--- src/rtl/fc_mac_sequencer.sv ---
// fc_mac_sequencer
//   Time-multiplexed controller for the fully connected layer. Collects INPUT_NUM
//   features as BEATS beats of LANES lanes, then runs one shared MAC over INPUT_NUM
//   products per class, adds the class bias and streams OUTPUT_NUM scores out.
// Ports
//   clk, rst_n                 clock, synchronous active-low reset
//   i_in_valid / o_in_ready    feature beat handshake (ready only while loading)
//   i_in_data_1..3             signed features, lanes 0..2
//   o_weight_addr / i_weight_data   weight ROM, data valid one cycle after address
//   o_bias_addr / i_bias_data       bias ROM, data valid one cycle after address
//   o_out_valid / i_out_ready  score handshake
//   o_out_data, o_out_idx      signed score and its class index
//   o_busy                     high while computing or presenting scores
//   o_done                     one-cycle pulse after the last score is accepted
module fc_mac_sequencer #(
  parameter int unsigned INPUT_NUM  = 48,
  parameter int unsigned OUTPUT_NUM = 10,
  parameter int unsigned LANES      = 3,
  parameter int unsigned BEATS      = 16,
  parameter int unsigned DATA_BITS  = 8,
  parameter int unsigned IN_BITS    = 12,
  parameter int unsigned ACC_BITS   = 24,
  parameter int unsigned OUT_SHIFT  = 7,
  parameter int unsigned OUT_BITS   = 12,
  parameter int unsigned WADDR_BITS = $clog2(INPUT_NUM * OUTPUT_NUM),
  parameter int unsigned CLASS_BITS = $clog2(OUTPUT_NUM)
) (
  input  logic                         clk,
  input  logic                         rst_n,
  input  logic                         i_in_valid,
  output logic                         o_in_ready,
  input  logic signed [IN_BITS-1:0]    i_in_data_1,
  input  logic signed [IN_BITS-1:0]    i_in_data_2,
  input  logic signed [IN_BITS-1:0]    i_in_data_3,
  output logic [WADDR_BITS-1:0]        o_weight_addr,
  input  logic signed [DATA_BITS-1:0]  i_weight_data,
  output logic [CLASS_BITS-1:0]        o_bias_addr,
  input  logic signed [DATA_BITS-1:0]  i_bias_data,
  output logic                         o_out_valid,
  input  logic                         i_out_ready,
  output logic [OUT_BITS-1:0]          o_out_data,
  output logic [CLASS_BITS-1:0]        o_out_idx,
  output logic                         o_busy,
  output logic                         o_done
);

  localparam int unsigned IDX_BITS  = $clog2(INPUT_NUM);
  localparam int unsigned BEAT_BITS = $clog2(BEATS);
  localparam int unsigned PROD_BITS = DATA_BITS + IN_BITS;

  typedef enum logic [1:0] {StLoad, StCompute, StDrain, StOut} state_t;

  state_t                      r_state, w_state_next;
  logic [BEAT_BITS-1:0]        r_beat;
  logic [IDX_BITS-1:0]         r_idx;
  logic [CLASS_BITS-1:0]       r_class;
  logic signed [ACC_BITS-1:0]  r_acc;
  logic [OUT_BITS-1:0]         r_out_data;
  logic                        r_done;
  logic signed [IN_BITS-1:0]   r_feat [INPUT_NUM];
  logic signed [IN_BITS-1:0]   r_feat_d;

  logic signed [IN_BITS-1:0]   w_lane [LANES];
  logic                        w_in_fire;
  logic                        w_out_fire;
  logic                        w_last_beat;
  logic                        w_last_idx;
  logic                        w_last_class;
  logic signed [PROD_BITS-1:0] w_prod;
  logic signed [ACC_BITS-1:0]  w_prod_ext;
  logic signed [ACC_BITS-1:0]  w_bias_ext;
  logic signed [ACC_BITS-1:0]  w_acc_mac;
  logic signed [ACC_BITS-1:0]  w_acc_fin;

  assign w_lane[0] = i_in_data_1;
  assign w_lane[1] = i_in_data_2;
  assign w_lane[2] = i_in_data_3;

  assign w_in_fire    = i_in_valid && (r_state == StLoad);
  assign w_out_fire   = i_out_ready && (r_state == StOut);
  assign w_last_beat  = (r_beat == BEAT_BITS'(BEATS - 1));
  assign w_last_idx   = (r_idx == IDX_BITS'(INPUT_NUM - 1));
  assign w_last_class = (r_class == CLASS_BITS'(OUTPUT_NUM - 1));

  // r_feat_d is the feature addressed one cycle ago, lining it up with the ROM latency.
  assign w_prod     = i_weight_data * r_feat_d;
  assign w_prod_ext = {{(ACC_BITS - PROD_BITS){w_prod[PROD_BITS-1]}}, w_prod};
  assign w_bias_ext = {{(ACC_BITS - DATA_BITS){i_bias_data[DATA_BITS-1]}}, i_bias_data};
  assign w_acc_mac  = r_acc + w_prod_ext;
  assign w_acc_fin  = w_acc_mac + w_bias_ext;

  // Address held at the last issued value through DRAIN/OUT.
  assign o_weight_addr = WADDR_BITS'(r_class) * WADDR_BITS'(INPUT_NUM) + WADDR_BITS'(r_idx);
  assign o_bias_addr   = r_class;
  assign o_in_ready    = (r_state == StLoad);
  assign o_busy        = (r_state != StLoad);
  assign o_out_valid   = (r_state == StOut);
  assign o_out_data    = r_out_data;
  assign o_out_idx     = r_class;
  assign o_done        = r_done;

  always_ff @(posedge clk) begin
    if (!rst_n) begin
      r_state <= StLoad;
    end else begin
      r_state <= w_state_next;
    end
  end

  always_comb begin
    w_state_next = r_state;
    unique case (r_state)
      StLoad:    if (w_in_fire && w_last_beat) w_state_next = StCompute;
      StCompute: if (w_last_idx) w_state_next = StDrain;
      StDrain:   w_state_next = StOut;
      StOut:     if (w_out_fire) w_state_next = w_last_class ? StLoad : StCompute;
      default:   w_state_next = StLoad;
    endcase
  end

  // Feature buffer needs no reset: a fresh image always overwrites all entries.
  always_ff @(posedge clk) begin
    if (w_in_fire) begin
      for (int k = 0; k < LANES; k++) begin
        r_feat[IDX_BITS'(k * BEATS) + IDX_BITS'(r_beat)] <= w_lane[k];
      end
    end
  end

  always_ff @(posedge clk) begin
    if (!rst_n) begin
      r_beat     <= '0;
      r_idx      <= '0;
      r_class    <= '0;
      r_acc      <= '0;
      r_out_data <= '0;
      r_done     <= 1'b0;
      r_feat_d   <= '0;
    end else begin
      r_done   <= 1'b0;
      r_feat_d <= r_feat[r_idx];
      case (r_state)
        StLoad: begin
          if (w_in_fire) begin
            r_beat <= w_last_beat ? '0 : r_beat + 1'b1;
            if (w_last_beat) begin
              r_idx   <= '0;
              r_class <= '0;
              r_acc   <= '0;
            end
          end
        end
        StCompute: begin
          // Cycle 0 only issues the first address; no product is available yet.
          if (r_idx != '0) r_acc <= w_acc_mac;
          if (!w_last_idx) r_idx <= r_idx + 1'b1;
        end
        StDrain: begin
          r_acc      <= w_acc_fin;
          r_out_data <= w_acc_fin[OUT_SHIFT+OUT_BITS-1:OUT_SHIFT];
        end
        StOut: begin
          if (w_out_fire) begin
            r_idx <= '0;
            r_acc <= '0;
            if (w_last_class) begin
              r_class <= '0;
              r_done  <= 1'b1;
            end else begin
              r_class <= r_class + 1'b1;
            end
          end
        end
        default: ;
      endcase
    end
  end

endmodule

--- config.mk ---
export PLATFORM = sky130hd
export DESIGN_NAME = fc_mac_sequencer
export DESIGN_NICKNAME = d
export VERILOG_FILES = /design/src/rtl/fc_mac_sequencer.sv
export SDC_FILE = /design/constraint.sdc
export NUM_CORES = 1
export LEC_CHECK = 0
export ABC_AREA = 1
export CAP_MARGIN = 20
export CELL_PAD_IN_SITES_DETAIL_PLACEMENT = 0
export CELL_PAD_IN_SITES_GLOBAL_PLACEMENT = 1
export CORE_MARGIN = 3
export CORE_UTILIZATION = 40
export CTS_CLUSTER_DIAMETER = 150
export DETAILED_ROUTE_END_ITERATION = 7
export PLACE_DENSITY_LB_ADDON = 0.25
export SYNTH_ARGS = -nofsm -noshare
export SYNTH_HDL_FRONTEND = slang
export SYNTH_SLANG_ARGS = --single-unit
--- constraint.sdc ---
create_clock -name clk -period 6.81 [get_ports clk]
set_input_delay 1.7025 -clock clk [delete_from_list [all_inputs] [get_ports clk]]
set_output_delay 1.7025 -clock clk [all_outputs]
set_load 0.05 [all_outputs]
* Word level (Yosys, flattened, before mapping) *
Memories as Yosys holds them, arrays and structs flattened. A register that Yosys moved wholly into a read port is not among the register bits.
Index checks and enable logic that the tools add are counted.

cells by class
  add/sub/neg operators = 8
  multipliers = 2
  equality and inequality tests = 13
  muxes and demuxes = 24
  reduce and logical (&&, ||, !) cells = 15

operators by type and width
  operator             number
  $mux 24              4
  $pmux 24 s4          1
  $add 24x20->24       1
  $add 24x8->24        1
  $mux 6               4
  $mul 8x12->20        1
  $mux 4               5
  $pmux 6 s3           1
  $add 9x6->9          1
  $add 4x1->4 const B  2
  $eq 4x4->1 const B   2
  $ne 2x1->1 const B   4
  $pmux 2 s4           1
  $pmux 4 s2           1
  $reduce_and 4->1     2
  $add 5x4->6 const A  1
  $add 6x1->6 const B  1
  $add 6x4->6 const A  1
  $eq 6x6->1 const B   1
  $mux 2               3
  $ne 2x2->1 const B   3
  $reduce_and 3->1     2
  $reduce_bool 6->1    1
  $mul 4x2->5 const B  1
  other kinds (10)     17

storage, ports and cells
  register bits after elaboration = 53
  bits in writable memories = 576
  output and inout port bits = 33
  word-level logic and storage cells = 70
  memories = 1

memory list
  name    words  width  read ports  clocked after Yosys merged registers in  wr ports  RTL line  source
  r_feat  48     12     1           1                                        3         60        logic signed [IN_BITS-1:0] r_feat [INPUT_NUM];

* Longest topological paths before layout *
  depth in word-level cells = 5
  depth in mapped cells = 35
  depth with buffers taken out = 34

* Worst setup path after synthesis *
No wires, ideal clock.

  kind = in2reg
  from = input i_weight_data[0]
  to = register r_acc[17]
  arrival time = 6.931 ns
  data required time = 6.676 ns
  slack = -0.255 ns
  cell stages on the path = 30
  buffers on the path = 1
  path through = clkbuf_1 -> nand2_1 -> fa_1 -> inv_1 -> fa_1 -> inv_1 -> fa_1 -> inv_1 -> fa_1 -> fa_1 -> ha_1 -> inv_1 -> o21ai_0 -> a21oi_1 -> nand2_1 -> a21o_1 -> a21oi_1 -> xor2_1 -> inv_1 -> ha_1 -> nand2_1 -> nor3_1 -> and2_1 -> nand4_1 -> nand3_1 -> a21oi_1 -> o21ai_0 -> nand2_1 -> nand2_1 -> a21oi_1

between the ends
  cells in the longest elaborated chain, start to end = 4
  elaborated cells between the ends (all ways) = 5

ends and longest elaborated chain
  element                                   RTL line  source
  start, declared                           36        input logic signed [DATA_BITS-1:0] i_weight_data,
  $mul 8x12->20 (*)                         86        assign w_prod = i_weight_data * r_feat_d;
  $add 24x20->24 (*)                        89        assign w_acc_mac = r_acc + w_prod_ext;
  $add 24x8->24 or $mux 24 (tied branches)  90, 155
  $pmux 24 s4 (*)                           142       case (r_state)
  end signal, assigned                      155       if (r_idx != '0) r_acc <= w_acc_mac;
  end signal, assigned                      159       r_acc <= w_acc_fin;
  end, declared                             57        logic signed [ACC_BITS-1:0] r_acc;

Mark *: on every way between the ends. The rest lies on a longest branch, timed or not. The select of a mux whose other input is x is not followed.
A chain may end at the register's enable or synchronous reset.

* Worst setup path after layout *
  from = input i_weight_data[3]
  to = register r_acc[17]

The elaborated chain is that of the path after synthesis.

==> flow_summary_export.csv <==
group,metric,value,unit
synth,yosys_warnings,0,
clock_network,cts.sinks,636,
die,pin_count,89,
synth,syn_area_per_cell,11.3,um2
clock_network,worstSkewPairLatency,0.61,ns
critical_path,slowest_delay,0.53,ns
clock_network,clock_path_buffers,3,
sta,slew_headroom,14.6,%
global_routing,grt_pass1_vias,21000,
detailed_routing,routed_wl,84300,um
sta,fmax,153,MHz
die,row_count,99,
synth,synth_compound_area_share,12.4,%
final_layout,final_nets,3072,
sta,hold_violations,0,
power,p_clk_share,17.8,%
die,core_area,73700,um2
synth,synthMuxAreaShare,0,%
detailed_routing,avgRoutedWirePerCell,21.8,um
synth,syn_inst,2664,
synth,async_flop_share,0,%
critical_path,crit_required,7.29,ns
synth,synth_simple_gate_area_share,10.8,%
global_routing,globalRouteTotalUtil,21.3,%
clock_network,numCtsBuffers,70,
synth,synth-xor-area-share,0.495,%
sta,hold_ws,0.463,ns
detailed_routing,vias,20900,
detailed_routing,viasPerCell,5.42,
clock_network,htree_levels,3,
power,p_int,11.8,mW
sta,period_share,96.2,%
critical_path,r2r_slack,0.87,ns
power,power_leakage,13.2,nW
critical_path,arrival,7.03,ns
clock_network,cts_tree,"yes",
critical_path,cp-end-kind,"flip-flop",
final_layout,final_common_cell,"edfxtp_1",
sta,finalClockSkew,0.0346,ns
synth,synth_cell_types,48,
power,power.share.sequential,23.1,%
detailed_routing,drtAntennaViolNets,0,
final_layout,area_delta_synth_final,18.7,%
placed_design,dpl.cell_count,3710,
sta,period_needed,6.55,ns
hold_path,hold_start,"o_out_data[7]",
detailed_routing,drt-pass1-iter-count,6,
synth,syn_nets,2895,
clock_network,cts_hold_buf,0,
critical_path,crit_fanout,5,
critical_path,reg2reg_to,"r_acc[15]",
power,power.density,558,nW/um2
die,die_x,280,um
critical_path,worstSetupStartpointType,"input pin",
final_layout,final_cell_mix,"edfxtp_1 (576), o21ai_0 (335), nor2_1 (330), nand2_1 (315), inv_1 (208)",
critical_path,r2r.worst_path.cells,28,
sta,worst_slack,0.259,ns
synth,netlist_area,30100,um2
placed_design,dp_slack,-1.08,ns
sta,worstMarginPinSlew,1.28,ns
critical_path,r2r-start,"r_feat_d[5]",
global_routing,antenna_found_initial,5,
die,die-height,280,um
synth,synth_top_family_by_area,"compound AO/OA/AOI/OAI gates",
run_status,status,"completed",
hold_path,min_to,"o_out_data[7]",
placed_design,gp_congestion,0.855,
global_routing,grt_max_degree,207,
sta,setup_viol,0,
synth,synth_fa_ha_area_share,9.71,%
final_layout,layout-drive-gt1-share,14.4,%
final_layout,utilization,48.4,%
power,switching_share,40.8,%
placed_design,portBuffers,88,
detailed_routing,first_iter_violations,1586,
global_routing,grt_pass1_wl,127000,um
synth,ys_ff_latch,636,
sta,finalMaxSlewViolations,0,
hold_path,hp-class,"reg2reg",
job,max_cap_violations,0,
synth,ys_seq_area_share,61.6,%
power,vdd_drop_max,0.000609,V
clock_network,clkTransAtPathRegs,0.05,ns
critical_path,critPathSlowestCell,"fa_1",
die,dieArea,78500,um2
hold_path,min_path_cells,2,
final_layout,instances_no_fill,3857,
clock_network,root_buffer,"clkbuf_16",
critical_path,critPathKind,"in2reg",
synth,synth_edf_count,576,
power,pwr-share-comb,59.1,%
synth,synth-main-ff-cell,"edfxtp_1",
placed_design,dpl.hpwl,51700,um
critical_path,crit_path_frequent_cell,"nand3_2",
global_routing,grt-ovfl-total,0,
die,start_util,40.8,%
detailed_routing,remaining_drc_errors,0,
power,p_total,19.9,mW
power,switching_power,8.11,mW
## cell usage after synthesis (all sizes together), types with 3 or more instances
cell | number | area share [%]
nand4 | 7 | 0.15
nor2 | 353 | 4.4
edfxtp | 576 | 58
nand2 | 340 | 4.3
o22ai | 101 | 2.1
o21ai | 351 | 5.8
fa | 97 | 6.5
buf | 51 | 1.0
o221ai | 42 | 1.2
o211ai | 21 | 0.52
a211oi | 3 | 0.075
ha | 78 | 3.2
xor2 | 12 | 0.35
a21oi | 102 | 1.7
a22o | 7 | 0.20
a21o | 5 | 0.12
xnor2 | 5 | 0.15
o21bai | 7 | 0.17
nor3 | 7 | 0.12
dfxtp | 60 | 4.0
o31ai | 4 | 0.10
or2 | 7 | 0.15
clkbuf | 104 | 1.3
inv | 220 | 2.7
a31oi | 4 | 0.083
nand3 | 85 | 1.5
## sequential cells by signal, indices dropped and copies added, names as in the netlist
signal,cells
r_feat,576
r_state,2
o_done,1
o_out_data,12
r_idx,6
r_feat_d,12
r_acc,19
r_beat,4
o_bias_addr,4
## area by class of cell
| cell class | instances | area [um2] |
|---|---|---|
| fillers | 6528 | 38000 |
| flip-flops and latches | 636 | 18500 |
| multi-input cells | 1651 | 10700 |
| repair buffers | 260 | 2210 |
| clock buffers | 91 | 1870 |
| well taps | 959 | 1200 |
| inverters | 222 | 851 |
| clock inverters | 34 | 277 |
| diodes | 4 | 10.0 |
## per-layer routing
metal / wire length, um / global-route usage [%] / vias up
met3: 4490 / 3.30 / 130
met5: 13 / 0 / -
met4: 2210 / 6.40 / 2
li1: - / - / 9728
met2: 41500 / 36.6 / 560
met1: 36000 / 28.0 / 10500
## cells by family after synthesis
logic type / after synthesis
AND/OR/NAND/NOR: 805
AO/OA/AOI/OAI: 654
flip-flops: 636
buffers and inverters: 377
adder cells (fa/ha/maj): 175
XOR/XNOR: 17
## metrics by stage
step,cell area [um2],setup TNS (ns)
after floorplan,30100,-0.0331
after global placement,32800,-22.57
after detailed placement,32800,-22.57
after CTS,35200,0
after global routing,35700,-0.00632
final,35700,0
## power by group through the flow
stage | Clock [mW] | Sequential, mW | Combinational (mW)
finish | 3.54 | 4.59 | 11.8
global route | 3.77 | 4.61 | 13.0
CTS | 3.62 | 4.59 | 10.2
detailed placement | 0 | 4.68 | 9.35
global placement | 0 | 4.67 | 9.31
floorplan | 0 | 4.63 | 5.64
## how the worst max path moves through the flow
| stage | from | end | slack, ns | cells past startpoint |
|---|---|---|---|---|
| CTS | i_weight_data[7] | r_acc[17] | 0.003 | 29 |
| global placement | i_weight_data[2] | r_acc[13] | -1.12 | 24 |
| detailed placement | i_weight_data[0] | r_acc[9] | -1.08 | 30 |
| global route | i_weight_data[4] | r_acc[18] | -0.006 | 31 |
| finish | i_weight_data[3] | r_acc[17] | 0.26 | 28 |
| floorplan | i_weight_data[0] | r_acc[17] | -0.03 | 30 |
## repair_timing
action                     4_1_cts  5_1_grt
gates cloned                     0        0
resized for setup               68      109
setup endpoints to repair       23       21
pin swaps                       32       65
buffers inserted                 5       15
## critical path: cells and delay by family
kind                       cells  cell delay, ns
and+or+nand+nor                9            0.70
AOI/OAI and AO/OA              5            0.55
adders and majority gates      7            3.09
buffers and inverters          6            0.74
xor gates and xnor gates       1            0.22
(Power assumes the default switching activity.)
==> patch 1: new RTL, same flow settings <==
The 4 states of `state_t` get a one-hot encoding in 4 bits.
--- a/src/rtl/fc_mac_sequencer.sv
+++ b/src/rtl/fc_mac_sequencer.sv
@@ -48,7 +48,7 @@
   localparam int unsigned BEAT_BITS = $clog2(BEATS);
   localparam int unsigned PROD_BITS = DATA_BITS + IN_BITS;
 
-  typedef enum logic [1:0] {StLoad, StCompute, StDrain, StOut} state_t;
+  typedef enum logic [3:0] {StLoad = 4'b0001, StCompute = 4'b0010, StDrain = 4'b0100, StOut = 4'b1000} state_t;
 
   state_t                      r_state, w_state_next;
   logic [BEAT_BITS-1:0]        r_beat;
Behaviour: no difference found for any inputs over 4 cycles, from zero or initial values and one cycle with rst_n low; so few cycles prove little.
==> patch 1 against the unedited design <==
  * Synthesized area up 0.85%
  * Sequential cell count is 2 higher
  * First-iteration DRC count grew 12%
  * Non-clock buffer count fell by 18
  * Design area down 0.29%
  * Cell count decreased by 0.41%
  * Worst hold slack improved by 0.0079 ns
  * Global-route usage grew 0.42 points
  * Setup slack got worse by 0.00084 ns
  * Count of clock-buffer cells in the layout fell by 3
  * Wire length is 2.6% higher
  * Largest cell class unchanged
Power is not compared: it rests on default switching activity, and its combinational part moved more than twofold at a synthesized area within 25%.
==> patch 1: results (changes against the unedited design) <==
DRT met1 WL 37060 um (was 36020 um); Final Skew 0.02469 ns (was 0.03460 ns); First-pass DRT Iterations 5 (was 6); most common library cells after synthesis edfxtp_1 (576), nor2_1 (353), o21ai_0 (333) (was edfxtp_1 (576), nor2_1 (351), o21ai_0 (344)); met2 WL 42140 um (was 41530 um); CP Data Arrival Time 7.08 ns (was 7.03 ns); slew of the pin with the lowest slew margin 1.102 ns (was 1.276 ns); hold path start o_out_data[1]$_SDFFE_PN0P_ (was o_out_data[7]$_SDFFE_PN0N_); top flop regs r_feat x576, r_acc x19 (unchanged); source of the critical timing path i_weight_data[7] (was i_weight_data[3]); Worst Path Max Fanout 5 (unchanged); launching point of the worst reg2reg path r_feat_d[1]$_SDFF_PN0_ (was r_feat_d[5]$_SDFF_PN0_); top sig layer met4 (was met5); antenna violations before repair 4 (was 5); Area after DPL 32980 um^2 (was 32820 um^2); fraction of layout cells with a size suffix above 1 13.84% (was 14.44%); first-pass GRT wire length 129000 um (was 126800 um); wire length on met3 4526 um (was 4492 um); post-synthesis cell type count 64 (was 48); slowest CP cell fa_2 (was fa_1); top post-synthesis cells by area edfxtp_1 (57%), fa_1 (6.4%), o21ai_0 (5.5%) (was edfxtp_1 (58%), fa_1 (6.5%), o21ai_0 (5.7%)); DP HPWL 51750 um (was 51720 um); Vias/cell 5.493 (was 5.424); Iteration-0 DRC Markers 1774 (was 1586); GP Congestion 0.8481 (was 0.8547); Final #Nets 3041 (was 3072); CP max stage delay 0.58 ns (was 0.53 ns); Clock transition at path regs 0.07 ns (was 0.05 ns); pin count of the biggest net entering global routing 167 (was 207); register area share after synthesis 61.16% (was 61.55%); outcome complete, no violations (unchanged); Syn Nets 2884 (was 2895)
==> patch 1: cell count changes in the layout (fill, tap and decap cells not counted), moves of 6 or more <==
cell,unedited run,this run
o21ai_1,8,17
nand3_1,73,79
buf_4,166,147
a31oi_1,4,12
inv_2,7,13
inv_1,208,201
nand2_1,315,294
nand2_2,19,8
clkinvlp_4,1,7
==> patch 1: path summary, 6_finish.rpt <==
path	to	slack, ns	depth (start not counted)
max	o_out_data[11]$_SDFFE_PN0P_	0.26	27
min	o_out_data[1]$_SDFFE_PN0P_	0.47	2
max reg2reg	o_out_data[11]$_SDFFE_PN0P_	0.91	25
min reg2reg	o_out_data[1]$_SDFFE_PN0P_	0.47	2
==> patch 1: layout make-up <==
cell class              count  area, um^2
diodes                      4       10.01
clock buffers              88        1851
clock inverters            37       305.3
fillers                  6602       39120
inverters                 221       853.3
multi-input cells        1642       10720
flip-flops and latches    638       18550
well taps                 969        1212
repair buffers            242        2077
==> patch 1: what timing repair did <==
action / in CTS / in global routing
setup buffers: 4 / 4
endpoints found under the setup margin: 21 / 21
pin swaps: 25 / 42
gates resized for setup: 31 / 70
==> patch 1: cells by family (layout without fill, tap and decap cells) <==
kind of cell / after synthesis / in the layout / synth area share (%)
AO/OA/AOI/OAI: 661 / 661 / 12.71
buffers and inverters: 378 / 588 / 5.185
XOR/XNOR: 16 / 16 / 0.4623
AND/OR/NAND/NOR: 795 / 795 / 11.06
other: 0 / 4 / 0
flip-flops: 638 / 638 / 61.16
adder cells (fa/ha/maj): 170 / 170 / 9.420
==> patch 1: through the flow <==
step / hold WS, ns / setup WS (ns) / std cells
2_1_floorplan: 0.4671 / 0.01265 / 2658
3_3_place_gp: 0.4590 / -0.8775 / 3703
3_5_place_dp: 0.4650 / -0.9408 / 3703
4_1_cts: 0.4750 / 0.002133 / 3832
5_1_grt: 0.4925 / -0.01782 / 3838
6_report: 0.4708 / 0.2580 / 3841
==> patch 1: per-layer routing <==
metal	vias up	global-route usage [%]
met5	-	0
met4	0	7.010
met3	147	3.015
met2	606	36.72
met1	10600	29.16
li1	9741	-
==> patch 1: power groups by stage <==
stage          clock (mW)  combinational [mW]  sequential (mW)
5_1_grt              3.79                6.19             4.43
3_5_place_dp            0                4.77             4.51
6_report             3.56                5.56             4.43
2_1_floorplan           0                2.72             4.48
4_1_cts              3.63                5.10             4.43
3_3_place_gp            0                4.76             4.51
==> patch 1: tightest hold or removal path, delay by kind of cell, from the launching register on <==
| family | cells | cell delay [ns] |
|---|---|---|
| flip-flops | 1 | 0.31 |
| AO/OA/AOI/OAI | 1 | 0.05 |
| AND/OR/NAND/NOR | 1 | 0.06 |
==> patch 2: new RTL, config.mk and constraints unchanged <==
Without the edit above. Change the parameter `OUTPUT_NUM` from 10 to 20.
--- a/src/rtl/fc_mac_sequencer.sv
+++ b/src/rtl/fc_mac_sequencer.sv
@@ -14,7 +14,7 @@
 //   o_done                     one-cycle pulse after the last score is accepted
 module fc_mac_sequencer #(
   parameter int unsigned INPUT_NUM  = 48,
-  parameter int unsigned OUTPUT_NUM = 10,
+  parameter int unsigned OUTPUT_NUM = 20,
   parameter int unsigned LANES      = 3,
   parameter int unsigned BEATS      = 16,
   parameter int unsigned DATA_BITS  = 8,
Ports: changed (resized o_bias_addr, o_out_idx and o_weight_addr); port bits go from 89 to 92. No check against the original RTL was run, so the function may have changed too.
==> patch 2 against the unedited design <==
  * Sequential cell count rose by 1
  * Sequential share of layout area barely moved
  * Synthesized area rose by 0.27%
  * Non-clock buffer count fell by 23
  * Synthesized cell count barely moved
  * Worst hold slack barely moved
  * Setup slack got worse by 0.079 ns
  * Wire length rose by 3.4%
  * Global-route usage rose by 0.59 points
  * Design area barely moved
  * Largest cell class unchanged
Power is not shown: default switching activity piles up to over one toggle a cycle in this logic, so the estimate is an artifact.
==> patch 2: results (changes against the unedited design) <==
outcome complete, no violations (unchanged); Cells after DPL 3698 (was 3710); CTS sink cnt 637 (was 636); wire length on met3 4333 um (was 4492 um); Worst Setup Slack post-DPL -1.288 ns (was -1.082 ns); crit path capture r_acc[16]$_SDFFE_PN0P_ (was r_acc[17]$_SDFFE_PN0P_); CP Data Arrival Time 7.17 ns (was 7.03 ns); Slew HR 22.15% (was 14.65%); first-pass GRT wire length 129600 um (was 126800 um); worst reg-to-reg setup slack 0.73 ns (was 0.87 ns); DRT met1 WL 36840 um (was 36020 um); source of the critical timing path i_weight_data[7] (was i_weight_data[3]); GR Util met3 2.812% (was 3.303%); fraction of layout cells with a size suffix above 1 13.91% (was 14.44%); GP Congestion 0.8625 (was 0.8547); routing usage on met2 38.17% (was 36.61%); final wirelength 87090 um (was 84260 um); ratio of final minimum period to clock period 97.36% (was 96.20%); Syn Nets 2894 (was 2895); antenna violations before repair 7 (was 5); CP max stage delay 0.55 ns (was 0.53 ns); Final #Nets 3046 (was 3072); Worst Path Max Fanout 4 (was 5); total track usage 21.92% (was 21.33%); met2 WL 43590 um (was 41530 um); DP HPWL 51060 um (was 51720 um); Reg-to-Reg End r_acc[18]$_SDFFE_PN0P_ (was r_acc[15]$_SDFFE_PN0P_); post-synthesis cell type count 51 (was 48); most common library cells after synthesis edfxtp_1 (576), nor2_1 (353), o21ai_0 (348) (was edfxtp_1 (576), nor2_1 (351), o21ai_0 (344)); Iteration-0 DRC Markers 1532 (was 1586); Area after DPL 32800 um^2 (was 32820 um^2); register area share after synthesis 61.45% (was 61.55%); Final Skew 0.03599 ns (was 0.03460 ns)
-- patch 2: cell types whose count changed after synthesis, moves of 6 or more --
cell | unedited run | this run
inv_1 | 220 | 207
nand2_1 | 336 | 324
nand3_1 | 80 | 71
xor2_1 | 12 | 18
-- patch 2: what timing repair did --
item,in CTS,in global routing
pin swaps,33,66
setup endpoints to repair,23,20
resized for setup,61,110
cloned,0,1
setup buffers,7,6
-- patch 2: how the worst min path moves through the flow --
stage / from / endpoint / slack (ns) / depth (start not counted)
after floorplan: r_acc[1]$_SDFFE_PN0P_ / r_acc[1]$_SDFFE_PN0P_ / 0.44 / 2
after global placement: o_out_data[1]$_SDFFE_PN0N_ / o_out_data[1]$_SDFFE_PN0N_ / 0.45 / 2
after detailed placement: o_out_data[0]$_SDFFE_PN0N_ / o_out_data[0]$_SDFFE_PN0N_ / 0.46 / 2
after CTS: o_out_data[0]$_SDFFE_PN0N_ / o_out_data[0]$_SDFFE_PN0N_ / 0.46 / 2
after global routing: o_out_data[0]$_SDFFE_PN0N_ / o_out_data[0]$_SDFFE_PN0N_ / 0.48 / 2
final: o_out_data[0]$_SDFFE_PN0N_ / o_out_data[0]$_SDFFE_PN0N_ / 0.46 / 2
-- patch 2: final cells by class --
type	instances	area (um^2)	share of cell area (%)
flip-flops and latches	637	18530	51.92
multi-input cells	1653	10770	30.17
repair buffers	237	2082	5.834
clock buffers	89	1843	5.164
well taps	969	1212	3.397
inverters	216	823.3	2.307
clock inverters	36	426.7	1.196
diodes	2	5.005	0.01402
-- patch 2: kinds of logic after synthesis --
family | share of synthesized area [%]
adders and majority gates | 9.683
DFF | 61.45
xor gates and xnor gates | 0.7848
buffers and inverters | 5.008
AOI/OAI and AO/OA | 12.43
and+or+nand+nor | 10.65
